`src/rtl/pmod_jstk_spi.sv`:
```
// SPI mode-0 master that polls a PmodJSTK joystick with a 5-byte frame.
// Sends DIN followed by four 0x00 bytes and captures the returned bytes into DOUT.
module pmod_jstk_spi #(
  parameter int unsigned SCLK_HALF = 750,
  parameter int unsigned SS_LEAD   = 1500,
  parameter int unsigned BYTE_GAP  = 1000,
  parameter int unsigned SS_TRAIL  = 750
) (
  input  logic        CLK,
  input  logic        RST,
  input  logic        sndRec,
  input  logic [7:0]  DIN,
  input  logic        MISO,
  output logic        MOSI,
  output logic        SCLK,
  output logic        SS,
  output logic [39:0] DOUT
);

  localparam int unsigned NUM_BYTES = 5;
  localparam int unsigned DW        = 8 * NUM_BYTES;
  localparam int unsigned CNT_W     = 16;

  localparam logic [CNT_W-1:0] LEAD_LAST  = CNT_W'(SS_LEAD - 1);
  localparam logic [CNT_W-1:0] HALF_LAST  = CNT_W'(SCLK_HALF - 1);
  localparam logic [CNT_W-1:0] BIT_LAST   = CNT_W'(2 * SCLK_HALF - 1);
  localparam logic [CNT_W-1:0] GAP_LAST   = CNT_W'(BYTE_GAP - 1);
  localparam logic [CNT_W-1:0] TRAIL_LAST = CNT_W'(SS_TRAIL - 1);
  localparam logic [2:0]       LAST_BYTE  = 3'(NUM_BYTES - 1);

  typedef enum logic [2:0] {
    IDLE  = 3'd0,
    LEAD  = 3'd1,
    SHIFT = 3'd2,
    GAP   = 3'd3,
    TRAIL = 3'd4
  } state_t;

  state_t            state_q, state_d;
  logic [CNT_W-1:0]  cnt_q, cnt_d;
  logic [2:0]        bit_q, bit_d;
  logic [2:0]        byte_q, byte_d;
  logic [7:0]        tx_q, tx_d;
  logic [DW-1:0]     rx_q, rx_d;
  logic [DW-1:0]     dout_q, dout_d;
  logic              ss_q, ss_d;
  logic              sclk_q, sclk_d;
  logic              mosi_q, mosi_d;
  logic [1:0]        sync_q;
  logic              sr_prev_q;
  logic              start_c;

  // Rising edge of the synchronized request; only honoured while idle
  assign start_c = sync_q[1] & ~sr_prev_q;

  // Request synchronizer and edge-detector history
  always_ff @(posedge CLK) begin
    if (RST) begin
      sync_q    <= 2'b00;
      sr_prev_q <= 1'b0;
    end else begin
      sync_q    <= {sync_q[0], sndRec};
      sr_prev_q <= sync_q[1];
    end
  end

  // State and datapath registers
  always_ff @(posedge CLK) begin
    if (RST) begin
      state_q <= IDLE;
      cnt_q   <= '0;
      bit_q   <= 3'd0;
      byte_q  <= 3'd0;
      tx_q    <= 8'd0;
      rx_q    <= '0;
      dout_q  <= '0;
      ss_q    <= 1'b1;
      sclk_q  <= 1'b0;
      mosi_q  <= 1'b0;
    end else begin
      state_q <= state_d;
      cnt_q   <= cnt_d;
      bit_q   <= bit_d;
      byte_q  <= byte_d;
      tx_q    <= tx_d;
      rx_q    <= rx_d;
      dout_q  <= dout_d;
      ss_q    <= ss_d;
      sclk_q  <= sclk_d;
      mosi_q  <= mosi_d;
    end
  end

  // Frame sequencing: next state, SPI pins and shift registers
  always_comb begin
    state_d = state_q;
    cnt_d   = cnt_q;
    bit_d   = bit_q;
    byte_d  = byte_q;
    tx_d    = tx_q;
    rx_d    = rx_q;
    dout_d  = dout_q;
    ss_d    = ss_q;
    sclk_d  = sclk_q;
    mosi_d  = mosi_q;

    case (state_q)
      IDLE: begin
        if (start_c) begin
          state_d = LEAD;
          ss_d    = 1'b0;
          tx_d    = DIN;
          mosi_d  = DIN[7];
          rx_d    = '0;
          cnt_d   = '0;
          bit_d   = 3'd0;
          byte_d  = 3'd0;
        end
      end
      LEAD: begin
        cnt_d = cnt_q + CNT_W'(1);
        if (cnt_q == LEAD_LAST) begin
          state_d = SHIFT;
          cnt_d   = '0;
        end
      end
      SHIFT: begin
        cnt_d = cnt_q + CNT_W'(1);
        if (cnt_q == HALF_LAST) begin
          sclk_d = 1'b1;
          rx_d   = {rx_q[DW-2:0], MISO};
        end
        if (cnt_q == BIT_LAST) begin
          // Zeros shift in behind DIN, so bytes 1..4 go out as 0x00
          sclk_d = 1'b0;
          cnt_d  = '0;
          tx_d   = {tx_q[6:0], 1'b0};
          mosi_d = tx_q[6];
          bit_d  = bit_q + 3'd1;
          if (bit_q == 3'd7) begin
            byte_d  = byte_q + 3'd1;
            state_d = (byte_q == LAST_BYTE) ? TRAIL : GAP;
          end
        end
      end
      GAP: begin
        cnt_d = cnt_q + CNT_W'(1);
        if (cnt_q == GAP_LAST) begin
          state_d = SHIFT;
          cnt_d   = '0;
        end
      end
      TRAIL: begin
        cnt_d = cnt_q + CNT_W'(1);
        if (cnt_q == TRAIL_LAST) begin
          state_d = IDLE;
          cnt_d   = '0;
          ss_d    = 1'b1;
          mosi_d  = 1'b0;
          dout_d  = rx_q;
        end
      end
      default: begin
        state_d = IDLE;
        ss_d    = 1'b1;
        sclk_d  = 1'b0;
        mosi_d  = 1'b0;
      end
    endcase
  end

  assign MOSI = mosi_q;
  assign SCLK = sclk_q;
  assign SS   = ss_q;
  assign DOUT = dout_q;

endmodule

```
`config.mk`:
```
export PLATFORM = sky130hd
export DESIGN_NAME = pmod_jstk_spi
export DESIGN_NICKNAME = d
export VERILOG_FILES = /design/src/rtl/pmod_jstk_spi.sv
export SDC_FILE = /design/constraint.sdc
export NUM_CORES = 1
export LEC_CHECK = 0
export BUFFER_PORTS_ARGS = -buffer_cell sky130_fd_sc_hd__buf_2
export CAP_MARGIN = 40
export CORE_ASPECT_RATIO = 2
export CORE_MARGIN = 2
export CORE_UTILIZATION = 58
export DETAILED_ROUTE_END_ITERATION = 8
export GPL_ROUTABILITY_DRIVEN = 0
export GPL_TIMING_DRIVEN = 0
export PLACE_DENSITY = 0.83
export SKIP_CTS_REPAIR_TIMING = 1
export SYNTH_ARGS = -nofsm -noshare
export SYNTH_HDL_FRONTEND = slang
export SYNTH_SLANG_ARGS = --single-unit
```
`constraint.sdc`:
```
create_clock -name CLK -period 2.66 [get_ports CLK]
set_clock_uncertainty 0.05 [all_clocks]
set_input_delay 0.399 -clock CLK [delete_from_list [all_inputs] [get_ports CLK]]
set_output_delay 0.399 -clock CLK [all_outputs]
set_load 0.005 [all_outputs]
```
[Word-level counts from Yosys, hierarchy flattened]
Cells that the tools add are included.
Word-level totals
  bits in registers: 118
  output and inout port bits: 43
Operators by class
  add/subtract/negate cells: 3
  equal/unequal tests: 17
  multiplexer cells: 34
  bitwise gates (word level): 5
  reductions and logical operators: 16
Operator list (count)
  $mux W40: 2
  $pmux W40 S2: 1
  $mux W16: 4
  $pmux W16 S4: 1
  $mux W3: 11
  $eq A16 B10 Y1 const B: 2
  $add A16 B1 Y16 const B: 1
  $eq A16 B11 Y1 const B: 1
  $pmux W3 S5: 1
  $mux W7: 2
  $ne A2 B2 Y1 const B: 7
  $pmux W7 S2: 1
  $pmux W3 S2: 2
  $eq A3 B3 Y1 const B: 3
  $reduce_and A3 Y1: 3
  $reduce_and A4 Y1: 2
  $add A3 B1 Y3 const B: 2
  $eq A3 B2 Y1 const B: 2
  $mux W1: 6
  $reduce_and A2 Y1: 3
  $reduce_and A6 Y1: 1
  $not A1 Y1: 4
  $pmux W1 S4: 1
  $reduce_bool A4 Y1: 1
  other kinds (10): 11

[Longest topological paths before layout]
  depth after elaboration: 5
  depth in mapped cells: 9

[Worst setup path after synthesis]
No wires, ideal clock.
  path kind: reg-to-reg
  from: reg cnt_q[0]
  to: reg cnt_q[12]
  data arrival time: 2.054 ns
  data required time: 2.484 ns
  setup slack: 0.430 ns
  stages on the path, launching flop included: 9
  buffers on the path: 2
  cell sequence: dfxtp_1 > ha_1 > or4b_4 > nor4_4 > o22ai_2 > buf_6 > buf_6 > o2111ai_1 > nand3_1
Between the ends
  cells in the longest elaborated chain, start to end: 3
  elaborated cells on any way between the ends: 8
RTL lines
  start, declared: RTL line 40  | logic [CNT_W-1:0] cnt_q, cnt_d;
  start signal, assigned: RTL line 82  | cnt_q <= cnt_d;
  $add A16 B1 Y16 (tied with other cells)
  $mux W16, on equally long branches
  $pmux W16 S4 (*): RTL line 107  | case (state_q)
Every way passes the cells marked *; elsewhere a longest branch is shown, timed or not.
A chain may end at the register's enable or synchronous reset.

[Final worst setup path]
  from: reg cnt_q[0]
  to: reg rx_q[11]
Between the ends
  cells in the longest elaborated chain, start to end: 3
RTL lines
  $eq A16 B10 Y1: RTL line 129  | if (cnt_q == HALF_LAST) begin
  $ne A2 B2 Y1 (no source line)
  $reduce_and A3 Y1 (no source line)
  end signal, assigned: RTL line 86  | rx_q <= rx_d;
  end, declared: RTL line 44  | logic [DW-1:0] rx_q, rx_d;
No other way between the ends.

==> impl_metrics.env <==
export IMPL_syn_to_final_growth_pct=22.3
export IMPL_power_mw=5.02
export IMPL_gr_total_overflow=0
export IMPL_fin_nets=641
export IMPL_finalMaxSlewViolations=0
export IMPL_holdWs_ns=0.159
export IMPL_core_area_sq_mm=0.00817
export IMPL_hold_class="input port to register"
export IMPL_num_rows=47
export IMPL_crit_fanout=10
export IMPL_ant_nets=0
export IMPL_cp_end_kind="register"
export IMPL_grt_pass1_wl_um=20600
export IMPL_cts_root_buf="clkbuf_16"
export IMPL_worst_setup_path_start_kind="register"
export IMPL_path_clk_slew_ns=0.05
export IMPL_insertion_delay_ns=0.41
export IMPL_dr_pass1_iters=5
export IMPL_p_leak_nw=2.30
export IMPL_drt_iter0_markers=253
export IMPL_placedCellCount=697
export IMPL_place_area_sq_mm=0.00521
export IMPL_vdd_drop_max_v=0.000579
export IMPL_initial_utilization_pct=58.9
export IMPL_netlist_instances=545
export IMPL_synth_edff_count=0
export IMPL_antenna_found_initial=0
export IMPL_worst_pin_slew_ns=0.797
export IMPL_synth_seq_cells=118
export IMPL_grt_pass1_vias=4516
export IMPL_maxCapViolCount=0
export IMPL_synth_top_cell_by_area="dfxtp_1"
export IMPL_cts_buffer_depth=2
export IMPL_power_density_mw_per_mm2=852
export IMPL_n_fill_cell=577
export IMPL_min_period_over_period_pct=97.3
export IMPL_syn_area_sq_mm=0.00482
export IMPL_final_cell_area_sq_mm=0.00589
export IMPL_die_area_sq_mm=0.00909
export IMPL_grt_usage_pct=30.0
export IMPL_drt_total_wl_um=12700
export IMPL_io_buffers=54
export IMPL_status="complete, no violations"
export IMPL_synth_top_cell_area_share_pct=49.1
export IMPL_synthesis_nets=563
export IMPL_synth_top_cells_by_area="dfxtp_1, nand2_1, a22o_1"
export IMPL_hold_viol_final=0
export IMPL_syn_area_per_cell_sq_um=8.84
export IMPL_finalNonFillerCells=733
export IMPL_dp_final_hpwl_um=8740
export IMPL_required_ns=2.91
export IMPL_wl_per_cell_um=17.3
export IMPL_synthDistinctLibCells=53
export IMPL_max_slew_margin_rel_pct=46.8
export IMPL_numCtsBuffers=17
export IMPL_finalSetupViolCount=0
export IMPL_vias_per_cell=6.10
export IMPL_fmax_ghz=0.386
export IMPL_h_tree_depth=4
export IMPL_ys_warn_count=0
export IMPL_die_y_um=133
export IMPL_cts_tree="done"
export IMPL_final_setup_tns_ns=0
export IMPL_remaining_drc_errors=0
export IMPL_cts_num_sinks=118
export IMPL_synth_async_reset_ratio_pct=0
export IMPL_die_width_um=68.4
export IMPL_io_pins=55
export IMPL_drive_gt1_share_pct=19.4
export IMPL_grt_max_degree=17
export IMPL_cp_data_arrival_time_ns=2.83
export IMPL_yosysSeqAreaShare_pct=49.1
export IMPL_worst_setup_path_type="register to register"
export IMPL_yosys_most_used_dff="dfxtp_1"
export IMPL_min_period_ns=2.59
export IMPL_n_antenna_cell=0
export IMPL_via_count=4468
-- final timing paths --
check                           slack, ns   endpoint  depth (start not counted)       from
worst max register to register       0.07   rx_q[11]                          8   cnt_q[0]
worst min-delay path                 0.16    rx_q[0]                          2       MISO
worst min register to register       0.38  sync_q[1]                          1  sync_q[0]
worst max-delay path                 0.07   rx_q[11]                          8   cnt_q[0]
-- final cells by class --
type / instances / area (sq um) / area share [%]
Sequential cell: 118 / 2360 / 40.1
Buffer: 43 / 200 / 3.40
Clock buffer: 22 / 464 / 7.88
Multi-Input combinational cell: 375 / 2220 / 37.8
Clock inverter: 9 / 174 / 2.95
Tap cell: 98 / 123 / 2.08
Timing Repair Buffer: 59 / 308 / 5.23
Inverter: 9 / 33.8 / 0.574
-- sequential cells by signal, indices dropped and copies added, names as in the netlist --
| register | cells |
|---|---|
| DOUT | 40 |
| rx_q | 40 |
| cnt_q | 16 |
| tx_q | 7 |
| bit_q | 3 |
| byte_q | 3 |
| state_q | 3 |
| sync_q | 2 |
| MOSI | 1 |
| SCLK | 1 |
| SS | 1 |
| sr_prev_q | 1 |
-- synth_stat cells (6+ instances only) --
library cell / n
a21oi_1: 57
a22o_1: 40
nand4_1: 7
clkbuf_1: 21
buf_2: 19
a311oi_1: 7
nor3_1: 11
inv_1: 8
nor2_1: 14
nand2_1: 112
o21ai_0: 12
nor4_1: 10
dfxtp_1: 118
nand3_1: 18
nor2b_1: 7
ha_1: 6
-- cell usage in the layout, fill, tap and decap left out, drive strengths merged, types with 6 or more instances in the layout --
master	netlist	layout
dfxtp	118	118
nand2	112	112
buf	22	81
a21oi	57	57
clkbuf	21	43
a22o	40	40
nand3	18	18
nor2	14	14
o21ai	14	14
nor3	12	12
nor4	12	12
inv	8	8
nand4	7	7
a311oi	7	7
nor2b	7	7
ha	6	6
-- stage by stage --
stage / setup WS [ns] / util (%)
floorplan: 0.430 / -
global placement: 0.104 / 63.7
detailed placement: 0.0616 / 63.7
CTS: -0.0414 / 71.5
global route: -0.00827 / 72.0
finish: 0.0710 / 72.0
-- routing by layer --
layer  track usage [%]  part of all wire [%]  vias up
met5                 0                     0        -
met4              19.3                   5.7        0
met3              7.82                   4.6       59
met2              53.7                    55      172
met1              27.8                    35     2115
li1                  -                     -     2122
-- logic make-up (layout without fill, tap and decap cells) --
| kind of cell | Yosys count | count (layout) | share of synthesized area [%] |
|---|---|---|---|
| AOI/OAI and AO/OA | 151 | 151 | 21.6 |
| xor gates and xnor gates | 1 | 1 | 0.182 |
| adders and majority gates | 6 | 6 | 1.56 |
| buffers and inverters | 52 | 142 | 4.86 |
| DFF | 118 | 118 | 49.1 |
| muxes | 4 | 4 | 0.831 |
| and+or+nand+nor | 213 | 213 | 21.9 |
-- power by group --
part	internal, mW	switching (mW)	total [mW]
Sequential	1.82	0.0432	1.86
Combinational	0.218	0.472	0.690
Clock	1.70	0.766	2.47
-- critical path: stages (launching register included) --
cell and delay (ns):
dfxtp_1 0.45, ha_1 0.20, or4b_4 0.48, nor4_4 0.30, buf_4 0.22, a21o_1 0.13, a21oi_1 0.15, buf_2 0.23
a22o_1 0.26
(Power assumes the default switching activity.)
